$ cat src/rtl/cricket_pkg.sv
// Shared constants and helpers for the cricket ball tracker: outcome codes,
// display-mode encodings and the innings ball-limit function.
package cricket_pkg;

  localparam logic [3:0] WIDE_CODE   = 4'd13;
  localparam logic [3:0] NOBALL_CODE = 4'd14;

  typedef enum logic {
    DISP_RAW       = 1'b0,
    DISP_OVER_BALL = 1'b1
  } disp_mode_e;

  function automatic int ball_limit(input int max_overs, input int balls_per_over);
    return max_overs * balls_per_over;
  endfunction

endpackage

$ cat src/rtl/led_scroller.sv
// Free-running one-hot LED scroller: rotates left one position every
// SCROLL_DIV clock cycles, starting from bit 0 after reset.
module led_scroller #(
  parameter int LED_W      = 16,
  parameter int SCROLL_DIV = 25000000
) (
  input  logic             clk_fpga,
  input  logic             reset,
  output logic [LED_W-1:0] pattern
);

  localparam int CNT_W = (SCROLL_DIV > 1) ? $clog2(SCROLL_DIV) : 1;

  logic [CNT_W-1:0] div_cnt;

  always_ff @(posedge clk_fpga or posedge reset) begin
    if (reset) begin
      div_cnt <= '0;
      pattern <= LED_W'(1);
    end else if (div_cnt == CNT_W'(SCROLL_DIV - 1)) begin
      div_cnt <= '0;
      pattern <= {pattern[LED_W-2:0], pattern[LED_W-1]};
    end else begin
      div_cnt <= div_cnt + 1'b1;
    end
  end

endmodule

$ cat src/rtl/cricket_ball_tracker.sv
// Per-team legal-ball counter, over tracker and LED display driver.
// Optional free-hit flag is built when the FREE_HIT_EN macro is defined.
module cricket_ball_tracker #(
  parameter int         NUM_TEAMS      = 2,
  parameter int         BALL_W         = 7,
  parameter int         LED_W          = 16,
  parameter int         BALLS_PER_OVER = 6,
  parameter int         MAX_OVERS      = 5,
  parameter logic [3:0] WIDE_CODE      = cricket_pkg::WIDE_CODE,
  parameter logic [3:0] NOBALL_CODE    = cricket_pkg::NOBALL_CODE,
  parameter int         SCROLL_DIV     = 25000000,
  localparam int        TEAM_W         = (NUM_TEAMS > 1) ? $clog2(NUM_TEAMS) : 1
) (
  input  logic                        clk_fpga,
  input  logic                        reset,
  input  logic [TEAM_W-1:0]           team_sel,
  input  logic                        delivery,
  input  logic [3:0]                  lfsr_out,
  input  logic                        game_over,
  input  logic                        disp_mode,
  output logic [LED_W-1:0]            leds,
  output logic [NUM_TEAMS*BALL_W-1:0] balls_flat,
  output logic [NUM_TEAMS-1:0]        innings_over,
  output logic                        over_done,
  output logic                        free_hit
);

  import cricket_pkg::*;

  localparam int BALL_LIMIT = ball_limit(MAX_OVERS, BALLS_PER_OVER);
  localparam int HALF       = LED_W / 2;

  logic                        team_valid;
  logic                        base_ok;
  logic                        legal_code;
  logic [NUM_TEAMS-1:0]        acc_vec;
  logic [NUM_TEAMS-1:0]        wrap_vec;
  logic [NUM_TEAMS*BALL_W-1:0] balls_nx;
  logic [NUM_TEAMS*BALL_W-1:0] overs_nx;
  logic [NUM_TEAMS*BALL_W-1:0] bio_nx;
  logic [BALL_W-1:0]           balls_sel;
  logic [BALL_W-1:0]           overs_sel;
  logic [BALL_W-1:0]           bio_sel;
  logic [HALF-1:0]             ov_h;
  logic [HALF-1:0]             bio_h;
  logic [LED_W-1:0]            pattern;
  logic [LED_W-1:0]            leds_n;

  assign team_valid = int'(team_sel) < NUM_TEAMS;
  assign base_ok    = delivery && !game_over && team_valid;
  assign legal_code = (lfsr_out != WIDE_CODE) && (lfsr_out != NOBALL_CODE);

  for (genvar t = 0; t < NUM_TEAMS; t++) begin : g_team
    logic [BALL_W-1:0] balls, bio, overs;
    logic [BALL_W-1:0] balls_n, bio_n, overs_n;
    logic              done, done_n;
    logic              acc, hit, at_wrap;

    assign acc     = base_ok && (int'(team_sel) == t) && !done;
    assign hit     = acc && legal_code;
    assign at_wrap = (bio == BALL_W'(BALLS_PER_OVER - 1));

    always_comb begin
      balls_n = balls;
      bio_n   = bio;
      overs_n = overs;
      done_n  = done;
      if (hit) begin
        balls_n = balls + 1'b1;
        if (at_wrap) begin
          bio_n   = '0;
          overs_n = overs + 1'b1;
        end else begin
          bio_n   = bio + 1'b1;
        end
        done_n = (balls_n == BALL_W'(BALL_LIMIT));
      end
    end

    always_ff @(posedge clk_fpga or posedge reset) begin
      if (reset) begin
        balls <= '0;
        bio   <= '0;
        overs <= '0;
        done  <= 1'b0;
      end else begin
        balls <= balls_n;
        bio   <= bio_n;
        overs <= overs_n;
        done  <= done_n;
      end
    end

    assign acc_vec[t]                     = acc;
    assign wrap_vec[t]                    = hit && at_wrap;
    assign balls_nx[t*BALL_W +: BALL_W]   = balls_n;
    assign overs_nx[t*BALL_W +: BALL_W]   = overs_n;
    assign bio_nx[t*BALL_W +: BALL_W]     = bio_n;
    assign balls_flat[t*BALL_W +: BALL_W] = balls;
    assign innings_over[t]                = done;
  end

  // Display is fed from next-state values so leds never lag the counters.
  always_comb begin
    balls_sel = '0;
    overs_sel = '0;
    bio_sel   = '0;
    for (int unsigned t = 0; t < NUM_TEAMS; t++) begin
      if (int'(team_sel) == int'(t)) begin
        balls_sel = balls_nx[t*BALL_W +: BALL_W];
        overs_sel = overs_nx[t*BALL_W +: BALL_W];
        bio_sel   = bio_nx[t*BALL_W +: BALL_W];
      end
    end
  end

  assign ov_h  = HALF'(overs_sel);
  assign bio_h = HALF'(bio_sel);

  always_comb begin
    leds_n = '0;
    if (game_over)
      leds_n = pattern;
    else if (!team_valid)
      leds_n = '0;
    else if (disp_mode == DISP_OVER_BALL)
      leds_n = {ov_h, bio_h};
    else
      leds_n = LED_W'(balls_sel);
  end

  always_ff @(posedge clk_fpga or posedge reset) begin
    if (reset) begin
      leds      <= '0;
      over_done <= 1'b0;
    end else begin
      leds      <= leds_n;
      over_done <= |wrap_vec;
    end
  end

`ifdef FREE_HIT_EN
  logic              fh_q;
  logic [TEAM_W-1:0] team_prev;

  always_ff @(posedge clk_fpga or posedge reset) begin
    if (reset) begin
      fh_q      <= 1'b0;
      team_prev <= '0;
    end else begin
      team_prev <= team_sel;
      if ((|acc_vec) && (lfsr_out == NOBALL_CODE))
        fh_q <= 1'b1;
      else if (((|acc_vec) && legal_code) || (team_sel != team_prev))
        fh_q <= 1'b0;
    end
  end

  assign free_hit = fh_q;
`else
  assign free_hit = 1'b0;
`endif

  led_scroller #(
    .LED_W      (LED_W),
    .SCROLL_DIV (SCROLL_DIV)
  ) u_scroller (
    .clk_fpga (clk_fpga),
    .reset    (reset),
    .pattern  (pattern)
  );

endmodule
$ cat config.mk
export PLATFORM = sky130hd
export DESIGN_NAME = cricket_ball_tracker
export DESIGN_NICKNAME = d
export VERILOG_FILES = /design/src/rtl/cricket_pkg.sv /design/src/rtl/led_scroller.sv /design/src/rtl/cricket_ball_tracker.sv
export SDC_FILE = /design/constraint.sdc
export NUM_CORES = 1
export LEC_CHECK = 0
export ABC_AREA = 1
export CAP_MARGIN = 30
export CORE_ASPECT_RATIO = 0.75
export CORE_UTILIZATION = 50
export CTS_BUF_LIST = sky130_fd_sc_hd__clkbuf_8
export CTS_CLUSTER_DIAMETER = 100
export DETAILED_ROUTE_END_ITERATION = 12
export HOLD_SLACK_MARGIN = 0.08
export MAX_ROUTING_LAYER = met4
export PLACE_DENSITY_LB_ADDON = 0.3
export SETUP_SLACK_MARGIN = 0.3
export SLEW_MARGIN = 20
export SYNTH_ARGS = -nofsm -noshare
export SYNTH_HDL_FRONTEND = slang
export SYNTH_SLANG_ARGS = --single-unit
export TNS_END_PERCENT = 20
$ cat constraint.sdc
create_clock -name clk_fpga -period 5.5 [get_ports clk_fpga]
set_clock_uncertainty 0.2 [all_clocks]
set_input_delay 1.1 -clock clk_fpga [delete_from_list [all_inputs] [get_ports clk_fpga]]
set_output_delay 1.1 -clock clk_fpga [all_outputs]
set_load 0.1 [all_outputs]
## After elaboration in Yosys (flattened, before gate mapping)

Index checks and enable logic that the tools add are counted.

| storage, ports and cells | value |
|---|---|
| word-level logic and storage cells | 57 |
| input bits | 10 |
| output and inout bits | 34 |
| flip-flop bits (word level) | 102 |

| cells by class | value |
|---|---|
| bitwise operators | 1 |
| reduce and logical (&&, ||, !) cells | 14 |
| mux-type cells | 16 |
| add/subtract/negate cells | 7 |
| eq/ne operators | 7 |

Operators with widths:

| operator | count |
|---|---|
| 7-bit 2-to-1 mux | 13 |
| 7-bit by 1-bit adder with 7-bit output (second input constant) | 6 |
| 25-bit by 1-bit adder with 25-bit output (second input constant) | 1 |
| 25-bit equality test (second input constant) | 1 |
| 25-bit 2-to-1 mux | 1 |
| 16-bit 2-to-1 mux | 1 |
| 15-bit 2-to-1 mux | 1 |
| 7-bit by 3-bit equality test with 1-bit output (second input constant) | 2 |
| 7-bit by 5-bit equality test with 1-bit output (second input constant) | 2 |
| 1-bit logical AND | 10 |
| 4-bit inequality test (second input constant) | 2 |
| 1-bit zero test | 3 |
| 2-bit OR reduction | 1 |
| 1-bit inverter | 1 |

## Depth between registers and ports, before layout

| logic depth | value |
|---|---|
| depth in word-level cells | 9 |
| gate-level depth with buffers | 12 |
| gate-level depth less buffers | 11 |

## By module

A second synthesis with hierarchy kept.

| unflattened totals | value |
|---|---|
| cells, all modules | 779 |
| area, all modules | 5,803.1 um^2 |

By module, submodules not included:

| module | cells an instance | times used | seq. area each (um^2) | area an instance (um^2) |
|---|---|---|---|---|
| cricket_ball_tracker | 504 | 1 | 1,526.5 | 3,686.0 |
| led_scroller | 275 | 1 | 1,027.2 | 2,117.0 |

## Worst setup path after synthesis

No wires, ideal clock.

| timing path | value |
|---|---|
| kind | input to register |
| from | input lfsr_out[2] |
| to | register leds[5] |
| required time | 5.183 ns |
| arrival time | 2.128 ns |
| cell stages on the path | 11 |
| path buffers | 0 |
| setup time | 0.117 ns |
| setup slack | 3.055 ns |
| path through | nand2_1 > inv_1 > nand3_1 > nand2_4 > clkinv_1 > nand2_1 > nand3_1 > nand3_1 > nand2_1 > nand2_1 > nand2_1 |

| on the way | value |
|---|---|
| cells in the longest elaborated chain, start to end | 7 |
| elaborated cells between the ends (all ways) | 13 |
| those cells by class | 2 x eq/ne; 8 x mux; 3 x reduce/logical |

RTL lines:

| item | RTL line | text |
|---|---|---|
| from (decl) | cricket_ball_tracker.sv:18 | `input logic [3:0] lfsr_out,` |
| 4-bit inequality test | cricket_ball_tracker.sv:51 | `assign legal_code = (lfsr_out != WIDE_CODE) && (lfsr_out != NOBALL_CODE);` |
| 1-bit logical AND (*) | cricket_ball_tracker.sv:51 |  |
| 1-bit logical AND | cricket_ball_tracker.sv:60 | `assign hit = acc && legal_code;` |
| 7-bit 2-to-1 mux | cricket_ball_tracker.sv:68 | `if (hit) begin` |
| 7-bit 2-to-1 mux | cricket_ball_tracker.sv:109 | `if (int'(team_sel) == int'(t)) begin` |
| 15-bit 2-to-1 mux (*) | cricket_ball_tracker.sv:126 | `else if (disp_mode == DISP_OVER_BALL)` |
| 16-bit 2-to-1 mux (*) | cricket_ball_tracker.sv:122 | `if (game_over)` |
| net leds_n[5] | cricket_ball_tracker.sv:47 | `logic [LED_W-1:0] leds_n;` |
| to (signal assigned) | cricket_ball_tracker.sv:137 | `leds <= leds_n;` |
| to (decl) | cricket_ball_tracker.sv:21 | `output logic [LED_W-1:0] leds,` |

Mark *: on every way through the listed nets, which the timed path passes. The rest lies on a longest branch.
A chain may end at the register's enable or synchronous reset.

## Worst setup path after layout

| timing path | value |
|---|---|
| from | input game_over |
| to | register leds[1] |

| on the way | value |
|---|---|
| cells in the longest elaborated chain, start to end | 9 |
| elaborated cells between the ends (all ways) | 16 |
| those cells by class | 8 x mux; 8 x reduce/logical |

RTL lines:

| item | RTL line | text |
|---|---|---|
| from (decl) | cricket_ball_tracker.sv:19 | `input logic game_over,` |
| 1-bit zero test | cricket_ball_tracker.sv:50 | `assign base_ok = delivery && !game_over && team_valid;` |
| 1-bit logical AND | cricket_ball_tracker.sv:50 |  |
| 1-bit logical AND (2 in series) | cricket_ball_tracker.sv:59 | `assign acc = base_ok && (int'(team_sel) == t) && !done;` |
| 1-bit logical AND | cricket_ball_tracker.sv:60 |  |
| 7-bit 2-to-1 mux | cricket_ball_tracker.sv:68 |  |
| 7-bit 2-to-1 mux | cricket_ball_tracker.sv:109 |  |
| 15-bit 2-to-1 mux | cricket_ball_tracker.sv:126 |  |
| 16-bit 2-to-1 mux (*) | cricket_ball_tracker.sv:122 |  |
| net leds_n[1] | cricket_ball_tracker.sv:47 |  |

Marked as above.

==> metrics <==
Crit path max-delay family buffers and inverters; Area Growth Syn to Fin 12.4%; worst setup path category primary input to flop; height of the die 94.8 um; largest family of logic cells by synthesized area simple AND/OR/NAND/NOR gates; CP Max Fanout 21; placed cells 908; final setup margin 2060 ps; Total Routing Usage GR 0.273; Crit-path slowest cell clkdlybuf4s50_1; Core Box Area 11,100 um2; Setup TNS 0 ps; Max-slew headroom 0.311; Final HPWL DP 11,000 um; cts bufs inserted 9; Synth cell types 40; R2R setup slack 2930 ps; CP most frequent cell nand2_1; Pleak 0.00320 uW; number of global-route vias before repair 4,759; Synth Area in Simple Gates 0.351; Core Util, Final 0.583; Worst Setup End Kind flop; highest clock rate 0.291 GHz; top cells by area, synth dfrtp_1, nand2_1, nand3_1, inv_1, nor2_1; Layout Cells excl Fill 925; post-synthesis mux area share 0; Synth Area in Compound Gates 0.0467; R2R depth 7; CTS sink cnt 102; Syn Area/Cell 7.74 um2; residual DRC count 0; worst hold start u_scroller.pattern[2]$_DFFE_PP0N_; worst path cell trace clkdlybuf4s50_1, inv_2, nand2_4, nor2_8, nand2_4, clkinv_1, nand2_1, nand3_1, nand3_1, o21ai_1, nand2_1, nand2_1; Fin Hold WS 283 ps; Ports 44; min Tclk post-route 3440 ps; XOR/XNOR Fraction of Synth Area 0.0469; worst endpoint required time 5580 ps; Clock Latency Late Sink 380 ps; Worst path max stage delay 840 ps; final hold vios 0; status finished clean; CTS max path bufs 2; via count 5,004; cell row count 33; # diodes 0; unrepaired setup endpoints after global routing no; initial antenna violation count 0; Placement Setup Slack 1670 ps; Slew @ Worst Pin 1030 ps; total grt overflow 0; synth cell count leaders nand2_1, dfrtp_1, inv_1; Synth Cell Area 5740 um2; CTS tree done; Yosys Warn Count 0; die width 126 um; Seq/Total Area, Yosys 0.445; starting density of the core 0.518; ys async rst share 1.00; DR vias/cell 5.41; Routability Congestion 0.982; port bufs 42; Final Setup Violations 0; arrival time worst endpoint 3520 ps; WL per Instance 15.9 um; Worst Hold End leds[2]$_DFF_PP0_; post-CTS sizing 0; routed wire length 14,700 um; Root Buffer Master clkbuf_8; Critical path buffers and inverters 3; Post-CTS Setup Bufs 0; Post-CTS Hold Buffers 0; DR pass1 iterations 5; Antenna Violating Nets Remaining 0; Post-synth EDFFs 0; area leader, netlist dfrtp_1; Gate Count Post-Synth 741; RR Startpoint u_scroller.div_cnt[0]$_DFF_PP0_; Final period util 0.625; 1st-iter DRT viols 517; Final nets 801; ys flop type dfrtp_1; Max Slew Vio Count 0; Hold Path Depth 2; H-tree depth 3; Max Cap Viol 0; Synth Register Bits 102; Reg2Reg Capture Point u_scroller.div_cnt[12]$_DFF_PP0_; die area 11,900 um2; Worst-path clk slew 110 ps; Cell Pwr Density 205 nW/um2; peak supply drop 0.170 mV; Fillers 1,004; first-pass GRT wire length 24,200 um; hold crit path type flop to flop; most common cell in the netlist nand2_1; adder-cell share of the synthesized area 0.0240; area share of the largest cell type after synthesis 0.441; Synth Net Count 762; ratio of cells with drive above 1 in the final layout 0.0624; largest net degree at the start of global routing 76; CP startpoint kind primary input
kinds of logic after synthesis:
kind of cell | after synthesis
AO/OA/AOI/OAI | 51
XOR/XNOR | 29
adder cells (fa/ha/maj) | 11
buffers and inverters | 117
flip-flops | 102
other | 1
AND/OR/NAND/NOR | 430
how the worst max path moves through the flow:
stage                          from                            to  depth (start not counted)
after CTS                 game_over             leds[4]$_DFF_PP0_                         12
after global routing      game_over             leds[5]$_DFF_PP0_                         12
after floorplan               reset  g_team[0].balls[0]$_DFF_PP0_                          1
after global placement    game_over             leds[4]$_DFF_PP0_                         12
final                     game_over             leds[1]$_DFF_PP0_                         12
after detailed placement  game_over             leds[4]$_DFF_PP0_                         12
cell type report:
cell class,count,area [um2],share of cell area
multi-input cells,522,2690,0.418
flip-flops and latches,102,2550,0.396
repair buffers,46,463,0.0718
inverters,99,377,0.0584
well taps,140,175,0.0272
clock buffers,9,124,0.0192
clock inverters,7,61.3,0.00951
tightest hold or removal path: cells and delay by family (launching register included):
kind / cells / cell delay (ps)
and+or+nand+nor: 2 / 100
DFF: 1 / 360
report_power, final:
group | internal, uW | switching (uW) | leakage [uW]
clock | 175 | 288 | 0.0000945
sequential | 754 | 2.68 | 0.00132
combinational | 24.8 | 79.8 | 0.00178
total | 954 | 370 | 0.00320
layout by cell type (no fill, tap or decap), types with 3 or more instances in the layout:
cell type and instances:
inv_1 91, and2_1 9, nor2_4 4, a21oi_1 13
ha_1 11, nand3_2 3, nor4_1 3, inv_6 3
dfrtp_1 101, nand2_4 3, inv_2 5, nand3_1 87
nand3b_1 7, xnor2_1 8, nor3b_1 3, xor2_1 19
nand2_1 207, o21ai_0 28, buf_4 3, nor2_1 58
nand4_1 22, clkbuf_8 9, o21ai_1 6, clkdlybuf4s50_1 42
nor2_8 3, nor3_1 15
flip-flops by register name (all words and copies together) (netlist names):
| name | count |
|---|---|
| over_done | 1 |
| u_scroller.div_cnt | 25 |
| g_team.done | 2 |
| g_team.balls | 14 |
| leds | 16 |
| g_team.bio | 14 |
| u_scroller.pattern | 16 |
| g_team.overs | 14 |
per-stage QoR:
stage / cell area, um2 / total power, uW
3_3_place_gp: 6240 / 874
4_1_cts: 6430 / 1330
5_1_grt: 6450 / 1370
2_1_floorplan: 5740 / 842
6_report: 6450 / 1320
3_5_place_dp: 6240 / 875
routing by layer:
metal,wire length (um),track usage,part of all wire
met1,7120,0.382,0.48
met4,230,0.0701,0.016
met5,0,-,0
met3,1020,0.0612,0.069
met2,6320,0.399,0.43
Note: power is estimated with default switching activity, not from simulation.
==> RTL change, RTL diff (same flow settings) <==
Register the inputs `delivery`, `game_over` and `disp_mode` before use, with the module's reset. The logic sees them one clock later. The other inputs are not delayed to match.
--- a/src/rtl/cricket_ball_tracker.sv
+++ b/src/rtl/cricket_ball_tracker.sv
@@ -31,4 +31,20 @@
   localparam int HALF       = LED_W / 2;
 
+  logic delivery_q;
+  logic game_over_q;
+  logic disp_mode_q;
+
+  always_ff @(posedge clk_fpga or posedge reset) begin
+    if (reset) begin
+      delivery_q  <= '0;
+      game_over_q <= '0;
+      disp_mode_q <= '0;
+    end else begin
+      delivery_q  <= delivery;
+      game_over_q <= game_over;
+      disp_mode_q <= disp_mode;
+    end
+  end
+
   logic                        team_valid;
   logic                        base_ok;
@@ -48,5 +64,5 @@
 
   assign team_valid = int'(team_sel) < NUM_TEAMS;
-  assign base_ok    = delivery && !game_over && team_valid;
+  assign base_ok    = delivery_q && !game_over_q && team_valid;
   assign legal_code = (lfsr_out != WIDE_CODE) && (lfsr_out != NOBALL_CODE);
 
@@ -120,9 +136,9 @@
   always_comb begin
     leds_n = '0;
-    if (game_over)
+    if (game_over_q)
       leds_n = pattern;
     else if (!team_valid)
       leds_n = '0;
-    else if (disp_mode == DISP_OVER_BALL)
+    else if (disp_mode_q == DISP_OVER_BALL)
       leds_n = {ov_h, bio_h};
     else
Check against the original RTL: not equivalent (Yosys sat finds a counterexample within 4 cycles, from zero or initial values and one cycle with reset high).
==> RTL change against the unedited design <==
Synthesized area grew 2.0%. Final area increased by 2.3%. Routed wire length fell by 2.0%. Power is 5.0% higher. Register-to-register slack got worse by 110 ps. Sequential cell count is 3 higher. Non-clock buffer count shrank 1. Highest routed layer unchanged. Worst setup slack got worse by 220 ps. Fmax shrank 6.0%. Clock power rose by 8.4%. Synthesized cell count up 3.5%. Critical path depth fell by 1.
==> RTL change: results (changes against the unedited design) <==
The static power due to leakage came out at 3.221 nW (+0.72%). The arrival time of the worst setup path came out at 3800 ps (+280 ps). The first-iteration detailed-routing DRC count is 597 (+15%). The number of sequential cells in the layout came out at 105 (+2.9%). The total length of routed wires came out at 14.39 mm (-2.0%). The met1 demand-to-capacity share in global routing came to 36.66% (-1.5 points). The adder and majority gate portion of the synthesized area came out at 2.352% (-0.047 points). Sorting the synthesized cells by area gives the leading types as dfrtp_1 44%, nand2_1 14%, nand3_1 7.3%, inv_1 6.7%, nor2_1 3.5%.

The detailed placement HPWL is 10.72 mm (-3.0%). The number of nets in the synthesized netlist came to 788 (+3.4%). The area share of the largest cell type after synthesis is 44.48% (+0.43 points). The final-stage net count was 826 (+3.1%). The multi-input combinational area share came to 40.80% (-0.98 points). The fraction of cell area in non-clock buffers was 7.018% (-0.16 points).

The fraction of met2 tracks used by global routing is 38.05% (-1.8 points). The routing usage on met3 is 6.958% (+0.84 points). The largest voltage drop on the vdd net is 0.1166 mV (-31%). The post-synthesis sequential area ratio was 44.93% (+0.42 points). The number of ordinary and repair buffers in the finished layout is 45 (-2.2%). The relative slew slack came out at 32.58% (+1.5 points). The weighted congestion at the end of routability-driven global placement came out at 0.9606 (-2.1%). The largest net degree at the start of global routing came to 77 (+1.3%). The wire length the detailed router placed on met1 is 6.948 mm (-2.4%). The unique cell type count in the Yosys netlist was 38 (-5.0%). The total met3 wirelength after detailed routing came to 1.033 mm (+1.8%). The share of the synthesized area in compound gates (AO/OA/AOI/OAI) was 5.582% (+0.91 points).

The sequential fraction of total cell area came out at 39.85% (+0.24 points). The fraction of layout cells with a size suffix above 1 is 6.790% (+0.55 points). The proportion of cell area spent on the clock network came out at 3.225% (+0.35 points). The xor/xnor cell area share of the yosys netlist came out at 3.892% (-0.80 points). The first-pass GRT wire length is 23.74 mm (-1.9%).

The total global-route track usage came out at 26.33% (-0.93 points). The flow ran to the end, and the final reports show no timing, DRC or antenna violations. The multi-input logic cell count came out at 532 (+1.9%).
RTL change: cell types whose count changed after synthesis, moves of 4 or more:
cell,change
nor2_4,+4
inv_1,+12
nand2_1,+18
a21oi_1,-6
o21ai_0,+5
nand4_1,-5
a21oi_2,+7
RTL change: where the power goes:
group	leakage [nW]	switching, mW	total, mW	internal [mW]
Combinational	1.78	0.0798	0.105	0.0252
Clock	0.107	0.316	0.502	0.186
Sequential	1.33	0.00582	0.783	0.777
Total	3.22	0.402	1.39	0.988
RTL change: final timing paths:
path | from | slack [ps] | to | cells after the start
worst max-delay path | team_sel | 1840 | leds[4]$_DFF_PP0_ | 11
worst min-delay path | u_scroller.div_cnt[0]$_DFF_PP0_ | 290 | u_scroller.div_cnt[0]$_DFF_PP0_ | 1
worst max register to register | game_over_q$_DFF_PP0_ | 2820 | leds[4]$_DFF_PP0_ | 10
worst min register to register | u_scroller.div_cnt[0]$_DFF_PP0_ | 290 | u_scroller.div_cnt[0]$_DFF_PP0_ | 1
max in group asynchronous | reset | 3250 | leds[2]$_DFF_PP0_ | 4
min in group asynchronous | reset | 810 | leds[7]$_DFF_PP0_ | 2
RTL change: per-stage QoR:
step	instance area [µm²]	cells	worst slack [ps]	util, %	hold WS, ps
after floorplan	5851	767	1441	-	232.6
after global placement	6356	933	1672	57.01	248.6
after detailed placement	6356	933	1517	57.01	276.5
after CTS	6569	949	1955	58.92	292.7
after global routing	6596	950	1699	59.17	299.7
final	6596	950	1840	59.17	286.9
RTL change: critical path, cell delays in order:
cell and delay [ps]:
clkdlybuf4s50_1 880, inv_2 330, nand2_1 190, nor2_4 70, nand2_4 190, inv_2 180
o21ai_0 440, nand2_1 160, nand3_1 100, nand3_1 80, nand2_1 60
